[src/rtl/branch_target_buffer.sv]
// 2-way set-associative fetch-side BTB: per-slot lookup, grant bus, train/invalidate.
// Optional same-cycle forwarding of training traffic: define BTB_BYPASS_EN.
`ifndef N
`define N 3
`endif

module branch_target_buffer #(
    parameter int N        = `N,
    parameter int BTB_SETS = 16,
    parameter int TAG_BITS = 8,
    parameter int ADDR     = 32
) (
    input  logic                     clock,
    input  logic                     reset,
    input  logic [N-1:0][ADDR-1:0]   PCs_in,
    input  logic [N-1:0]             slots_valid,
    output logic [N-1:0]             btb_hits,
    output logic [N-1:0][ADDR-1:0]   btb_targets,
    output logic [N-1:0][N-1:0]      branch_gnt_bus,
    output logic                     no_branches_fetched,
    input  logic                     upd_valid,
    input  logic [ADDR-1:0]          upd_pc,
    input  logic [ADDR-1:0]          upd_target,
    input  logic                     inval_valid,
    input  logic [ADDR-1:0]          inval_pc
);

    localparam int IDX_BITS = $clog2(BTB_SETS);

    typedef logic [IDX_BITS-1:0] idx_t;
    typedef logic [TAG_BITS-1:0] tag_t;

    function automatic idx_t pc_idx(input logic [ADDR-1:0] pc);
        return pc[2 +: IDX_BITS];
    endfunction

    function automatic tag_t pc_tag(input logic [ADDR-1:0] pc);
        return pc[2+IDX_BITS +: TAG_BITS];
    endfunction

    logic [BTB_SETS-1:0][1:0] valid_q;
    logic [BTB_SETS-1:0]      lru_q;
    tag_t                     tag_q [BTB_SETS][2];
    logic [ADDR-1:0]          tgt_q [BTB_SETS][2];

    idx_t       u_idx, i_idx;
    tag_t       u_tag, i_tag;
    logic [1:0] i_match, u_match, v_eff;
    logic       i_way, i_apply, same_entry, lru_eff, u_way;

    always_comb begin
        u_idx      = pc_idx(upd_pc);
        u_tag      = pc_tag(upd_pc);
        i_idx      = pc_idx(inval_pc);
        i_tag      = pc_tag(inval_pc);
        i_match[0] = valid_q[i_idx][0] && (tag_q[i_idx][0] == i_tag);
        i_match[1] = valid_q[i_idx][1] && (tag_q[i_idx][1] == i_tag);
        i_way      = !i_match[0];
        same_entry = upd_valid && (u_idx == i_idx) && (u_tag == i_tag);
        i_apply    = inval_valid && (|i_match) && !same_entry;
        // The update sees the set as it looks after a same-set invalidate
        v_eff      = valid_q[u_idx];
        lru_eff    = lru_q[u_idx];
        if (i_apply && (i_idx == u_idx)) begin
            v_eff[i_way] = 1'b0;
            lru_eff      = i_way;
        end
        u_match[0] = v_eff[0] && (tag_q[u_idx][0] == u_tag);
        u_match[1] = v_eff[1] && (tag_q[u_idx][1] == u_tag);
        if (u_match[0])      u_way = 1'b0;
        else if (u_match[1]) u_way = 1'b1;
        else if (!v_eff[0])  u_way = 1'b0;
        else if (!v_eff[1])  u_way = 1'b1;
        else                 u_way = lru_eff;
    end

    always_ff @(posedge clock or negedge reset) begin
        if (!reset) begin
            valid_q <= '0;
            lru_q   <= '0;
        end else begin
            if (i_apply) begin
                valid_q[i_idx][i_way] <= 1'b0;
                lru_q[i_idx]          <= i_way;
            end
            if (upd_valid) begin
                valid_q[u_idx][u_way] <= 1'b1;
                lru_q[u_idx]          <= ~u_way;
            end
        end
    end

    // Payload is qualified by valid bits, so it needs no reset
    always_ff @(posedge clock) begin
        if (upd_valid) begin
            tag_q[u_idx][u_way] <= u_tag;
            tgt_q[u_idx][u_way] <= upd_target;
        end
    end

    always_comb begin
        btb_hits    = '0;
        btb_targets = '0;
        for (int i = 0; i < N; i++) begin
            idx_t            l_idx;
            tag_t            l_tag;
            logic            m0, m1, hit;
            logic [ADDR-1:0] tgt;
            l_idx = pc_idx(PCs_in[i]);
            l_tag = pc_tag(PCs_in[i]);
            m0    = valid_q[l_idx][0] && (tag_q[l_idx][0] == l_tag);
            m1    = valid_q[l_idx][1] && (tag_q[l_idx][1] == l_tag);
            hit   = m0 || m1;
            tgt   = m0 ? tgt_q[l_idx][0] : tgt_q[l_idx][1];
`ifdef BTB_BYPASS_EN
            if (upd_valid && (u_idx == l_idx) && (u_tag == l_tag)) begin
                hit = 1'b1;
                tgt = upd_target;
            end else if (inval_valid && (i_idx == l_idx) && (i_tag == l_tag)) begin
                hit = 1'b0;
            end
`endif
            btb_hits[i]    = reset && slots_valid[i] && hit;
            btb_targets[i] = btb_hits[i] ? tgt : '0;
        end
    end

    // j-th hit in slot order lands on grant row j
    always_comb begin
        int cnt;
        branch_gnt_bus = '0;
        cnt            = 0;
        for (int i = 0; i < N; i++) begin
            if (btb_hits[i]) begin
                branch_gnt_bus[cnt][i] = 1'b1;
                cnt++;
            end
        end
    end

    assign no_branches_fetched = ~|btb_hits;

endmodule

[config.mk]
export PLATFORM = sky130hd
export DESIGN_NAME = branch_target_buffer
export DESIGN_NICKNAME = d
export VERILOG_FILES = /design/src/rtl/branch_target_buffer.sv
export SDC_FILE = /design/constraint.sdc
export NUM_CORES = 2
export LEC_CHECK = 0
export BUFFER_PORTS_ARGS = -buffer_cell sky130_fd_sc_hd__buf_2
export CORE_MARGIN = 10
export CORE_UTILIZATION = 45
export DETAILED_ROUTE_END_ITERATION = 8
export GPL_TIMING_DRIVEN = 0
export SLEW_MARGIN = 10
export SYNTH_ARGS = -nofsm -noshare
export SYNTH_HDL_FRONTEND = slang
export SYNTH_SLANG_ARGS = --single-unit
[constraint.sdc]
create_clock -name clock -period 12.6 [get_ports clock]
set_clock_uncertainty 0.05 [all_clocks]
set_input_delay 1.26 -clock clock [delete_from_list [all_inputs] [get_ports clock]]
set_output_delay 1.26 -clock clock [all_outputs]
set_load 0.02 [all_outputs]
# [Yosys cells after proc, flatten, opt, wreduce, memory -nomap -nowiden]
# Memory sizes are Yosys's and may differ from the RTL's.
# Cells that the tools add are included.
[totals] ff_bits=48 latchBits=0 mem_bits_rw=1280 mem_bits_ro=0 mem_count=2
[memory_table] name="tgt_q" depth=16 word_bits=64 read_ports=3 rd_ports_with_merged_regs=0 write_ports=1 line_no="44" text="logic [ADDR-1:0] tgt_q [BTB_SETS][2];"
[memory_table] name="tag_q" depth=16 word_bits=16 read_ports=5 rd_ports_with_merged_regs=0 write_ports=1 line_no="43" text="tag_t tag_q [BTB_SETS][2];"
[classes] add_sub_neg=1 n_mul=0 n_div=0 magnitude_cmp=17 eq_ne=13 shift=0 mux=58 bitwise=9 n_reduce_logical=36
[ops] operator="2-to-1 mux 32 bit" n=10
[ops] operator="equality test 8 bit" n=11
[ops] operator="greater-or-equal comparator 32 x 1 -> 1 bit, second input constant" n=2
[ops] operator="< comparator 32 x 4 -> 1 bit, second input constant" n=2
[ops] operator="2-to-1 mux 64 bit" n=1
[ops] operator="2-to-1 mux 16 bit" n=3
[ops] operator="binary-select mux 2 bit (select 4 bit)" n=5
[ops] operator="adder 32 x 2 -> 32 bit, second input constant" n=1
[ops] operator="AND 32 bit" n=1
[ops] operator="bitwise mux 16 bit" n=2
[ops] operator="demux 32 bit (select 1 bit)" n=1
[ops] operator="inverter 32 bit" n=1
[ops] operator="OR 32 bit" n=1
[ops] operator="logical AND 1 bit" n=28
[ops] operator="< comparator 4 x 5 -> 1 bit, second input constant" n=5
[ops] operator="2-to-1 mux 2 bit" n=9
[ops] operator="2-to-1 mux 9 bit" n=2
[ops] operator="demux 2 bit (select 4 bit)" n=2
[ops] operator="2-to-1 mux 1 bit" n=13
[ops] operator="demux 3 bit (select 2 bit)" n=2
[ops] operator="OR 1 x 9 -> 9 bit" n=1
[ops] operator="OR 9 bit" n=1
[ops] operator="demux 1 bit (select 4 bit)" n=2
[ops] operator="demux 8 bit (select 1 bit)" n=1
[ops] operator="18 further kinds" n=27

# [Logic depth before layout (Yosys ltp)]
[logic_depth] depth_word=23 depth_mapped=16 depth_no_buf=11

# [Worst setup path before layout]
# OpenSTA, ideal clock, no wires.
[synth_path] path_kind="input to register" startpoint="in upd_pc[2]" endpoint="mem tag_q[11][0] in the netlist's numbering, enable pin" setup_time_ps=442 arrival_time_ps=5693 required_time_ps=12108 path_slack_ps=6415 stages=12 cell_sequence="buf_2 buf_2 mux4_2 mux2i_1 mux2i_1 xor2_1 nor3_1 o2111ai_1 or3b_2 o221ai_4 buf_6 nor2b_1"
[synth_via] elab_chain_cells=17 word_cells_on_any_way=30 cone_classes="2 x order compare; 4 x eq/ne; 13 x mux; 2 x bitwise; 8 x reduce/logical; 1 x memory"
[synth_rtl] element="from (decl)" line_no="22" text="input logic [ADDR-1:0] upd_pc,"
[synth_rtl] element="parallel branches: the longest is 17 deep, another holds greater-or-equal comparator 2 bit"
[synth_rtl] element="to (decl)" line_no="43"
# Parallel ways; which one is timed is not known. The select of a mux whose other input is x is not followed.

==> flow_metrics.tcl <==
set metrics [dict create \
    status "complete, no violations" \
    slew_headroom_pct 3.56 \
    io_pins 308 \
    syn_to_final_growth_pct 14.0 \
    critPathMaxStageDelay_ns 1.13 \
    cts_inserted_buffers 154 \
    cp.required_ns 11.29 \
    ctsResizeCount 0 \
    portBuffers 182 \
    overflow 0 \
    postCtsHoldBufs 0 \
    crit_buf_inv 7 \
    clk_pin_slew_ns 0.07 \
    crit_chain "buf_2, buf_2, buf_2, buf_1, clkbuf_1, clkbuf_1, mux4_2, mux4_2, mux2i_1, nor2_1, buf_2" \
    coreArea_um2 172000 \
    cp.arrival_ns 7.34 \
    syn-cell-area_um2 77500 \
    drt-total-wl_um 308000 \
    cts_sinks 1328 \
    die_y_um 435 \
    firstDrtPassIters 6 \
    synth-edff-count 1280 \
    peakVddDrop_mv 0.131 \
    cts-root-buf "clkbuf_16" \
    post-route-util_pct 51.5 \
    h-tree-depth 4 \
    worst_slack_ns 3.95 \
    drc 0 \
    synth_top_cell_area_share_pct 49.6 \
    fin_crit_sh_pct 68.6 \
    hpwlAfterDp_um 212000 \
    via_count 50284 \
    synth_top_area_cell "edfxtp_1" \
    grtUsageTotal_pct 32.0 \
    die_x_um 435 \
    ys.flop_type "edfxtp_1" \
    cts_tree "built" \
    grt_antenna_before_repair 6 \
    filler_cell_count 13734 \
    leakagePower_uw 0.0281 \
    dp_cells 6424 \
    crit_slowest_cell "clkbuf_1" \
    tns_ns 0 \
    synth_most_common_cell "mux4_2" \
    viasPerCell 7.49 \
    drive_above_1_share_pct 48.1 \
    cap_viol_max_count 0 \
    ys_top_cells_by_count "1,344 x mux4_2, 1,280 x edfxtp_1, 188 x mux2i_1, 164 x clkbuf_1, 127 x nor2_1" \
    worst_setup_path_end_kind "output pin" \
    grt_max_degree 52 \
    synth.distinct_cells 67 \
    clock_latency_ns 0.84 \
    cp-start-kind "input port" \
    finalHoldViolCount 0 \
    power_uw 11700 \
    gp_congestion 0.959 \
    finalNonFillerCells 6712 \
    seq_area_frac_synth_pct 51.1 \
    synth_area_leaders "edfxtp_1 50%, mux4_2 39%, mux2i_1 2.4%, dfrtp_1 1.5%, clkbuf_1 0.79%" \
    yosys_register_bits 1328 \
    critPathMaxFanout 10 \
    grt_pass1_vias 50248 \
    async_reset_ff_share_pct 3.61 \
    num_rows 152 \
    setup_viol 0 \
    max_freq_ghz 0.116 \
    drt_iter0_markers 8672 \
    final_max_slew_viol_count 0 \
    nets 4477 \
    finalCriticalPeriod_ns 8.65 \
    start_util_pct 45.2 \
    post-place-ws_ns 4.14 \
    postCtsSetupBuffers 0 \
    worst_pin_slew_ns 1.45 \
    crit_path_frequent_cell "buf_2" \
    worstHoldPathType "in2async" \
    synth_area_per_cell_um2 20.2 \
    path_delay_family "buffers and inverters" \
    clock_path_buffers 3 \
    grt_pass1_wl_um 419000 \
    grt_setup_unrepaired "no" \
    synth_cells 3844 \
    ant_nets 0 \
    dieArea_um2 189000 \
    wl_per_cell_um 45.8 \
    yosysWarningCount 0 \
    p_per_area_nw_per_um2 133 \
    critical_path_class "in2out" \
]
-- stage by stage --
stage | instance area, um^2 | hold WS [ns]
after floorplan | 77500 | 0.452
after global placement | 81300 | 0.479
after detailed placement | 83300 | 0.487
after CTS | 88300 | 0.499
after global routing | 88400 | 0.494
final | 88400 | 0.468
-- worst reg2reg max path, stage by stage (launching register included) --
cell and delay [ns]:
edfxtp_1 0.47, mux4_2 0.51, mux4_2 0.49, xnor2_1 0.60
nand4_1 0.29, nor3_2 0.50, or3b_2 0.23, o221ai_4 0.20
buf_4 0.32, nor2_4 0.73, buf_12 0.28, buf_12 0.25
-- layout by cell type (no fill, tap or decap), drive strengths merged, types with 6 or more instances in the layout --
cell type / count
a21oi: 11
a221oi: 11
a22oi: 8
a31oi: 15
a32o: 12
and2: 12
buf: 473
bufinv: 15
clkbuf: 360
clkinv: 66
dfrtp: 48
edfxtp: 1280
inv: 18
mux2: 33
mux2i: 188
mux4: 1344
nand2: 68
nand2b: 6
nand3: 24
nand4: 18
nor2: 127
nor2b: 21
nor3: 8
nor4: 9
o21ai: 24
o22ai: 32
or3: 8
xnor2: 61
xor2: 38
-- flip-flops by register name, summed over array words and instances, names as in the netlist --
name / cells
tgt_q: 1024
lru_q: 16
valid_q: 32
tag_q: 256
-- final timing paths --
check / start / to / slack [ns] / depth (start not counted)
min: reset / valid_q[9]$_DFF_PN0_ / 0.47 / 1
min in group clock: lru_q[12]$_DFF_PN0_ / lru_q[12]$_DFF_PN0_ / 0.50 / 2
max reg2reg: tag_q[7][13]$_DFFE_PP_ / tgt_q[13][42]$_DFFE_PP_ / 7.30 / 11
max in group asynchronous: reset / lru_q[14]$_DFF_PN0_ / 11.55 / 1
min reg2reg: lru_q[12]$_DFF_PN0_ / lru_q[12]$_DFF_PN0_ / 0.50 / 2
max: PCs_in[68] / btb_targets[68] / 3.95 / 11
-- final cells by class --
type	count	area, um^2	share of cell area [%]
inverter	7	26.3	0.0297
clock buffer	185	4000	4.52
multi-input combinational	2132	36200	41.0
clock inverter	94	1050	1.19
antenna	5	12.5	0.0142
tap	2310	2890	3.27
timing repair buffer	272	2630	2.98
sequential	1328	39600	44.8
buffer	379	1920	2.17
-- report_power, final --
group	internal [uW]	total (uW)	switching, uW
clock	2600	4580	1980
sequential	5020	5200	178
combinational	879	1970	1090
-- cell families (layout without fill, tap and decap cells) --
family / count (synthesis) / in the layout / synth area share [%]
XOR/XNOR: 99 / 99 / 1.12
AO/OA/AOI/OAI: 146 / 146 / 1.38
flip-flops: 1328 / 1328 / 51.1
adder cells (fa/ha/maj): 4 / 4 / 0.0646
AND/OR/NAND/NOR: 315 / 315 / 1.93
other: 1 / 8 / 0.00484
multiplexers: 1565 / 1565 / 42.0
buffers and inverters: 386 / 937 / 2.43
-- metal layers --
metal  vias to the layer above  routed length [um]  GRT usage [%]  share of wire [%]
met5                         -                  13              0             0.0042
met4                         2               22100           19.2                7.2
met3                       986               37700           9.51                 12
met2                      4325              143000           49.5                 46
met1                     26793              105000           39.8                 34
li1                      18178                   -              -                  -
(Power assumes the default switching activity.)
